<file path="config.mk">
export PLATFORM = sky130hd
export DESIGN_NAME = ts4231_config_sequencer
export DESIGN_NICKNAME = d
export VERILOG_FILES = /design/src/rtl/ts4231_pkg.sv /design/src/rtl/ts4231_config_sequencer_cycle_timer.sv /design/src/rtl/ts4231_config_sequencer.sv
export SDC_FILE = /design/constraint.sdc
export NUM_CORES = 1
export LEC_CHECK = 0
export BUFFER_PORTS_ARGS = -buffer_cell sky130_fd_sc_hd__clkbuf_2
export CORE_MARGIN = 3
export CORE_UTILIZATION = 35
export CTS_BUF_LIST = sky130_fd_sc_hd__clkbuf_4 sky130_fd_sc_hd__clkbuf_8
export CTS_CLUSTER_DIAMETER = 150
export DETAILED_ROUTE_END_ITERATION = 6
export SYNTH_ARGS = -nofsm -noshare
export SYNTH_HDL_FRONTEND = slang
export SYNTH_SLANG_ARGS = --single-unit
export TNS_END_PERCENT = 30
</file>
<file path="constraint.sdc">
create_clock -name clk -period 2.4 [get_ports clk]
set_input_delay 0.12 -clock clk [delete_from_list [all_inputs] [get_ports clk]]
set_output_delay 0.12 -clock clk [all_outputs]
set_load 0.02 [all_outputs]
</file>
<file path="src/rtl/ts4231_pkg.sv">
// Shared definitions for the TS4231 configuration path: sequencer state encoding
// and the default 12 MHz timing constants also used by ts4231_configurator.
package ts4231_pkg;

    typedef enum logic [2:0] {
        ST_IDLE,
        ST_SCAN,
        ST_START,
        ST_WAIT,
        ST_BACKOFF,
        ST_FINISH
    } seq_state_t;

    // 100 ms and 1 ms at 12 MHz
    localparam int unsigned CFG_TIMEOUT_CYCLES = 1200000;
    localparam int unsigned CFG_BACKOFF_CYCLES = 12000;

    function automatic int unsigned max_u(input int unsigned a, input int unsigned b);
        return (a > b) ? a : b;
    endfunction

endpackage

</file>
<file path="src/rtl/ts4231_config_sequencer_cycle_timer.sv">
// Up-counter with synchronous clear and a terminal-count compare; one instance
// is time-shared between the attempt timeout and the retry backoff gap.
module cycle_timer #(
    parameter int unsigned W = 8
) (
    input  logic         clk,
    input  logic         rst_n,
    input  logic         load,
    input  logic         en,
    input  logic [W-1:0] term,
    output logic         expired
);

    logic [W-1:0] count;

    always_ff @(posedge clk) begin
        if (!rst_n) begin
            count <= '0;
        end else if (load) begin
            count <= '0;
        end else if (en) begin
            count <= count + 1'b1;
        end
    end

    assign expired = (count == term);

endmodule

</file>
<file path="src/rtl/ts4231_config_sequencer.sv">
// Walks every enabled TS4231 sensor through the shared configurator, with
// per-attempt timeout, bounded retries and a backoff gap between attempts.
//
//   state   | meaning
//   --------+------------------------------------------------------------
//   IDLE    | waiting for go; outputs hold the result of the last pass
//   SCAN    | look at sensor idx: skip if disabled, finish if past the end
//   START   | configurator launch (cfg_start is registered out of here)
//   WAIT    | timing the attempt until cfg_done or timeout
//   BACKOFF | idle gap after a failed attempt before retrying
//   FINISH  | end of pass; seq_done pulses, seq_busy drops
module ts4231_config_sequencer
    import ts4231_pkg::*;
#(
    parameter  int unsigned NUM_SENSORS    = 4,
    parameter  int unsigned MAX_RETRIES    = 3,
    parameter  int unsigned TIMEOUT_CYCLES = CFG_TIMEOUT_CYCLES,
    parameter  int unsigned BACKOFF_CYCLES = CFG_BACKOFF_CYCLES,
    localparam int unsigned SEL_W          = max_u(1, $clog2(NUM_SENSORS))
) (
    input  logic                   clk,
    input  logic                   rst_n,
    input  logic                   go,
    input  logic [NUM_SENSORS-1:0] sensor_en,
    output logic                   cfg_start,
    output logic [SEL_W-1:0]       cfg_sel,
    input  logic                   cfg_done,
    input  logic                   cfg_ok,
    output logic [NUM_SENSORS-1:0] sensor_ready,
    output logic                   seq_busy,
    output logic                   seq_done,
    output logic                   seq_error
);

    localparam int unsigned TMR_W =
        max_u(1, max_u($clog2(TIMEOUT_CYCLES + 1), $clog2(BACKOFF_CYCLES + 1)));
    localparam logic [TMR_W-1:0] TO_TERM   = TMR_W'(TIMEOUT_CYCLES - 1);
    localparam logic [TMR_W-1:0] BO_TERM   = TMR_W'((BACKOFF_CYCLES > 0) ? BACKOFF_CYCLES - 1 : 0);
    localparam logic [SEL_W:0]   IDX_END   = (SEL_W + 1)'(NUM_SENSORS);
    localparam logic [3:0]       RETRY_MAX = 4'(MAX_RETRIES);

    seq_state_t             state, state_nxt;
    logic [NUM_SENSORS-1:0] en_q;
    logic [SEL_W:0]         idx;
    logic [SEL_W-1:0]       idx_lo;
    logic [3:0]             retry;

    logic             scan_end, scan_hit;
    logic             wait_ok, wait_fail, can_retry;
    logic             tmr_load, tmr_en, tmr_expired;
    logic [TMR_W-1:0] tmr_term;
    logic             cfg_start_d, seq_done_d;

    assign idx_lo    = idx[SEL_W-1:0];
    assign scan_end  = (idx == IDX_END);
    assign scan_hit  = !scan_end && en_q[idx_lo];
    assign can_retry = (retry < RETRY_MAX);
    // A cfg_done arriving on the timeout cycle takes precedence over the timeout.
    assign wait_ok   = (state == ST_WAIT) && cfg_done && cfg_ok;
    assign wait_fail = (state == ST_WAIT) && (cfg_done ? !cfg_ok : tmr_expired);

    always_ff @(posedge clk) begin
        if (!rst_n) begin
            state <= ST_IDLE;
        end else begin
            state <= state_nxt;
        end
    end

    always_comb begin
        state_nxt = state;
        case (state)
            ST_IDLE: begin
                if (go) state_nxt = ST_SCAN;
            end
            ST_SCAN: begin
                if (scan_end)      state_nxt = ST_FINISH;
                else if (scan_hit) state_nxt = ST_START;
            end
            ST_START: state_nxt = ST_WAIT;
            ST_WAIT: begin
                if (wait_ok)        state_nxt = ST_SCAN;
                else if (wait_fail) state_nxt = can_retry ? ST_BACKOFF : ST_SCAN;
            end
            ST_BACKOFF: begin
                if (tmr_expired) state_nxt = ST_START;
            end
            ST_FINISH: state_nxt = ST_IDLE;
            default:   state_nxt = ST_IDLE;
        endcase
    end

    always_comb begin
        cfg_start_d = (state == ST_START);
        seq_done_d  = (state == ST_FINISH);
        tmr_load    = (state == ST_START) || (wait_fail && can_retry);
        tmr_en      = (state == ST_WAIT) || (state == ST_BACKOFF);
        tmr_term    = (state == ST_BACKOFF) ? BO_TERM : TO_TERM;
    end

    always_ff @(posedge clk) begin
        if (!rst_n) begin
            cfg_start    <= 1'b0;
            cfg_sel      <= '0;
            sensor_ready <= '0;
            seq_busy     <= 1'b0;
            seq_done     <= 1'b0;
            seq_error    <= 1'b0;
            en_q         <= '0;
            idx          <= '0;
            retry        <= '0;
        end else begin
            cfg_start <= cfg_start_d;
            seq_done  <= seq_done_d;
            case (state)
                ST_IDLE: begin
                    if (go) begin
                        en_q         <= sensor_en;
                        sensor_ready <= '0;
                        seq_error    <= 1'b0;
                        idx          <= '0;
                        seq_busy     <= 1'b1;
                    end
                end
                ST_SCAN: begin
                    if (scan_hit) begin
                        retry   <= '0;
                        cfg_sel <= idx_lo;
                    end else if (!scan_end) begin
                        idx <= idx + 1'b1;
                    end
                end
                ST_WAIT: begin
                    if (wait_ok) begin
                        sensor_ready[idx_lo] <= 1'b1;
                        idx                  <= idx + 1'b1;
                    end else if (wait_fail) begin
                        if (can_retry) begin
                            retry <= retry + 1'b1;
                        end else begin
                            seq_error <= 1'b1;
                            idx       <= idx + 1'b1;
                        end
                    end
                end
                ST_FINISH: seq_busy <= 1'b0;
                default: ;
            endcase
        end
    end

    cycle_timer #(
        .W(TMR_W)
    ) u_timer (
        .clk    (clk),
        .rst_n  (rst_n),
        .load   (tmr_load),
        .en     (tmr_en),
        .term   (tmr_term),
        .expired(tmr_expired)
    );

endmodule
</file>
# Word level (Yosys, flattened, before mapping)
# Cells that the tools add are included.
[word_totals] in_bits=9 wordCells=99 output_inout_bits=10 memories=0 mem_bits_rw=0 register_bits=45 rom_bits=0 latchBits=0
[op_classes] order_cmp=3 reduce_logical=24 addsub=3 muxes=36 multipliers=0 shifts=0 div=0 n_eq_ne=20 bitwise=2
[ops] operator="$mux W3" n=13
[ops] operator="$mux W4" n=6
[ops] operator="$add A21 B1 Y21 const B" n=1
[ops] operator="$eq A21 B21 Y1" n=1
[ops] operator="$mux W21" n=1
[ops] operator="$ne A2 B2 Y1 const B" n=10
[ops] operator="$pmux W4 S2" n=2
[ops] operator="$pmux W3 S5" n=1
[ops] operator="$reduce_and A5 Y1" n=2
[ops] operator="$eq A3 B3 Y1 const B" n=3
[ops] operator="$ne A3 B3 Y1 const B" n=3
[ops] operator="$pmux W3 S3" n=1
[ops] operator="$mux W1" n=8
[ops] operator="$eq A3 B2 Y1 const B" n=2
[ops] operator="$logic_and A1 B1 Y1" n=6
[ops] operator="$reduce_and A2 Y1" n=3
[ops] operator="$reduce_and A6 Y1" n=1
[ops] operator="$reduce_bool A2 Y1" n=3
[ops] operator="$add A4 B1 Y4 const B" n=1
[ops] operator="$lt A4 B2 Y1 const B" n=1
[ops] operator="$or A4 B4 Y4" n=1
[ops] operator="$pmux W1 S2" n=2
[ops] operator="$reduce_and A4 Y1" n=1
[ops] operator="$add A3 B1 Y3 const B" n=1
[ops] operator="12 further kinds" n=14

# Depth between registers and ports, before layout
[depth] depth_word=8 mapped_depth=9 ltp_nobuf=8

# Cells and area by module
# Synthesis repeated with hierarchy kept, for this count alone.
[hier_totals] cells_unflattened=286 hier_area_um2=2499.9
[by_module_without_submodules] mod="ts4231_config_sequencer" seq_area_each_um2=480.5 area_each_um2=1293.7 n_inst=1 cells_each=143
[by_module_without_submodules] mod="cycle_timer" seq_area_each_um2=420.4 area_each_um2=1206.2 n_inst=1 cells_each=143

# Worst setup path after synthesis
# OpenSTA, ideal clock, no wires.
[synth_timing] path_kind="register to register" startpoint="register u_timer.count[12]" endpoint="register u_timer.count[12]" stages_incl_launch_ff=8 path_buffers=1 synth_period_minus_slack_ns=2.141 t_required_ns=2.285 slack_ns=0.259 t_arrival_ns=2.026 setup_time_ns=0.115 cell_sequence="dfxtp_1 -> or4_1 -> or4_4 -> a21oi_4 -> o21ai_4 -> o221ai_4 -> buf_6 -> nor2_1"
[synth_between] elab_chain_len=6 elab_cells_between_ends=7 classes_between="add/sub: 1; eq/ne: 1; mux: 1; reduce/logical: 4"
[synth_rtl] element="start, declared" line_no="ts4231_config_sequencer_cycle_timer.sv:14" rtl="logic [W-1:0] count;"
[synth_rtl] element="start signal, assigned" line_no="ts4231_config_sequencer_cycle_timer.sv:22" rtl="count <= count + 1'b1;"
[synth_rtl] element="parallel branches: the longest is 6 deep, another holds $add A21 B1 Y21"
# Parallel ways; which one is timed is not known.
# A chain may end at the register's enable or synchronous reset.

# Final worst setup path
[layout_timing] startpoint="register u_timer.count[12]" endpoint="register u_timer.count[16]"
# The elaborated chain is that of the path after synthesis.

==> impl_metrics.csv <==
group,metric,value,unit
clock_network,cts_hold_buf,0,
run_status,status,"finished clean",
synthesis,synthFlopType,"dfxtp_1",
worst_hold_path,hp-class,"in -> reg",
synthesis,synthTopCellsByArea,"dfxtp_1 42%, xor2_1 6.1%, nor2_1 5.7%",
critical_path,critPathMaxFanout,21,
clock_network,postCtsSetupBuffers,0,
floorplan,die_area,7170,um2
power_and_ir_drop,swShare,0.347,
timing,grt_setup_unrepaired,"false",
power_and_ir_drop,switching_power,0.694,mW
synthesis,synthCells,243,
timing,hold_viol,0,
synthesis,async_flop_share,0,
clock_network,cts-buffers-inserted,5,
critical_path,cp_slowest_stage_delay,0.52,ns
critical_path,end_kind,"flop",
routing,drt-initial-drc-count,114,
clock_network,cts_buffer_depth,2,
routing,remaining_drc_errors,0,
timing,setup_tns,0,ns
grt,grt_pass1_wl,7410,um
timing,fin_crit_sh,0.950,
layout,drive_gt1_frac,0.176,
grt,grt_usage,0.124,
grt,grt_util_met2,0.191,
power_and_ir_drop,leakage,0.930,nW
critical_path,cpMaxStageDelayCell,"or4_1",
routing,viasPerCell,4.94,
power_and_ir_drop,p_seq_frac,0.438,
worst_hold_path,whs_path_depth,3,
routing,finalWirelength,4190,um
critical_path,required,2.58,ns
job,drv_cap,0,
place,dpl.hpwl,3100,um
routing,drtAntennaViolNets,0,
power_and_ir_drop,clock_power_share,0.216,
grt,met1_usage,0.175,
place,portBuffers,18,
floorplan,die_x,84.7,um
clock_network,clkLatencyLatePin,0.29,ns
place,routabilityCongestion,0.766,
synthesis,syn_nets,258,
clock_network,htreeDepth,2,
power_and_ir_drop,combPwrFrac,0.346,
timing,max_slew_margin,0.629,
critical_path,critPathArrivalTime,2.46,ns
synthesis,synth-seq-cells,45,
floorplan,initial_utilization,0.364,
clock_network,cts_tree,"built",
timing,fin_skew,0.00479,ns
grt,grt_pass1_vias,1629,
timing,setup_viol,0,
grt,grt_max_degree,22,
power_and_ir_drop,intPower,1.31,mW
layout,final_nets,283,
layout,areaGrowthSynthToFinish,12.9,%
grt,gr-total-overflow,0,
grt,use_met3,0.0314,
critical_path,crit_path_start_kind,"flop",
routing,wire_per_inst,12.2,um
layout,n_antenna_cell,0,
critical_path,rr_worst_depth,7,
timing,tightest_slew,0.552,ns
timing,min_period,2.28,ns
synthesis,ys_warn_count,0,
power_and_ir_drop,ir_drop,0.396,mV
timing,max_freq,439,MHz
power_and_ir_drop,power_density,817,nW/um2
clock_network,root_buffer,"clkbuf_8",
synthesis,syn_area_per_cell,8.91,um2
clock_network,cts.sinks,45,
critical_path,worstPathCellList,"or4_1 -> or4_4 -> a21oi_4 -> o21ai_4 -> o221ai_4 -> buf_12 -> nor2_1",
synthesis,synth_edf_count,0,
clock_network,clk_pin_slew,0.08,ns
synthesis,ys_seq_area_frac,0.416,
timing,holdWs,0.0751,ns
floorplan,core-area,5960,um2
floorplan,rows,28,
routing,first_pass_iters,4,
synthesis,synth_top_area_cell,"dfxtp_1",
routing,vias,1691,
critical_path,crit_type,"reg -> reg",
clock_network,cts_resized,0,
timing,slew_viol_final,0,
grt,grt.busiest_layer,"met2",
synthesis,synth_area,2170,um2
floorplan,die_height,84.7,um
synthesis,yosysUniqueCellTypes,47,
grt,antenna_found_initial,0,
floorplan,ios,19,
synthesis,synth_top_cell_area_share,0.416,
[state kept, by name, indices dropped and copies added (netlist names)]
name and cells:
sensor_ready 4, cfg_sel 2, idx 3, seq_busy 1, seq_error 1, retry 4, cfg_start 1, seq_done 1
u_timer.count 21, en_q 4, state 3
[placed cells by master, fill, tap and decap left out, drive strengths merged, types with 2 or more instances in the layout]
master | Yosys | layout
nand2 | 21 | 21
o21a | 2 | 2
and4b | 2 | 2
a21oi | 12 | 12
nand3 | 20 | 20
nor2b | 3 | 3
xor2 | 15 | 15
and4 | 2 | 2
nor3b | 3 | 3
o21ai | 10 | 10
ha | 6 | 6
inv | 4 | 4
and3 | 6 | 6
nor4b | 2 | 2
nor3 | 3 | 3
nor2 | 37 | 37
xnor2 | 7 | 7
buf | 6 | 8
a21boi | 6 | 6
nand2b | 2 | 2
or4 | 2 | 2
nand4b | 2 | 2
nand3b | 4 | 4
and2 | 3 | 3
clkbuf | 2 | 23
dfxtp | 45 | 45
o21bai | 2 | 2
[logic make-up (layout without fill, tap and decap cells)]
family,count (synthesis),count (layout),share of synthesized area
AOI/OAI and AO/OA,38,38,0.128
xor gates and xnor gates,22,22,0.0890
adders and majority gates,6,6,0.0347
buffers and inverters,12,36,0.0300
DFF,45,45,0.416
muxes,2,2,0.0150
and+or+nand+nor,118,118,0.287
[routing by layer]
metal / vias up / wire length (um)
li1: 890 / -
met1: 766 / 2140
met2: 33 / 1860
met3: 2 / 172
met4: 0 / 12
met5: - / 0
[worst max-delay path, delay by kind of cell (launching register included)]
kind / cells / cell delay, ns
simple gates: 3 / 1.09
compound gates: 3 / 0.54
flops: 1 / 0.35
buf+inv: 1 / 0.19
[synthesized netlist by cell type (2+ instances only)]
cell and number:
xor2_1 15, xnor2_1 7, nand2b_1 2, nand3_1 20
nor2b_1 3, nor3_1 3, nor2_2 4, clkbuf_1 2
nor3b_1 3, a21oi_1 11, a21boi_0 6, o21a_1 2
and4_1 2, ha_1 6, o21ai_0 9, and2_1 3
buf_6 2, and4b_1 2, and3_1 3, nand2_1 21
and3_2 3, inv_1 4, buf_2 4, o21bai_1 2
nand4b_1 2, nand3b_1 4, dfxtp_1 45, nor4b_1 2
nor2_1 33
[cell type report]
type,instances,area (um2)
clock inverters,1,5.00
well taps,75,93.8
inverters,4,15.0
flip-flops and latches,45,901
fillers,606,3510
repair buffers,26,163
clock buffers,5,68.8
multi-input cells,186,1200
[power groups by stage]
| stage | clock (mW) | sequential, mW | combinational, mW |
|---|---|---|---|
| finish | 0.431 | 0.876 | 0.692 |
| global route | 0.478 | 0.885 | 0.774 |
| CTS | 0.450 | 0.877 | 0.695 |
| detailed placement | 0 | 0.894 | 0.689 |
| global placement | 0 | 0.893 | 0.691 |
| floorplan | 0 | 0.911 | 0.485 |
[worst paths after layout]
check                                 start                        endpoint  slack (ns)
min                            sensor_en[2]            en_q[2]$_SDFFE_PN0P_        0.08
max          u_timer.count[12]$_SDFFE_PP0P_  u_timer.count[16]$_SDFFE_PP0P_        0.12
max reg2reg  u_timer.count[12]$_SDFFE_PP0P_  u_timer.count[16]$_SDFFE_PP0P_        0.12
min reg2reg            en_q[3]$_SDFFE_PN0P_            en_q[3]$_SDFFE_PN0P_        0.47
[stage by stage]
stage          instances  area [um2]  total power, mW  utilization  setup slack [ns]
2_1_floorplan        243        2170             1.40            -             0.259
3_3_place_gp         336        2370             1.58        0.398             0.181
3_5_place_dp         336        2370             1.58        0.398             0.133
4_1_cts              342        2450             2.02        0.411             0.115
5_1_grt              342        2450             2.14        0.411           0.00418
6_report             342        2450             2.00        0.411             0.121
No activity file was read; power rests on OpenSTA's default activity.
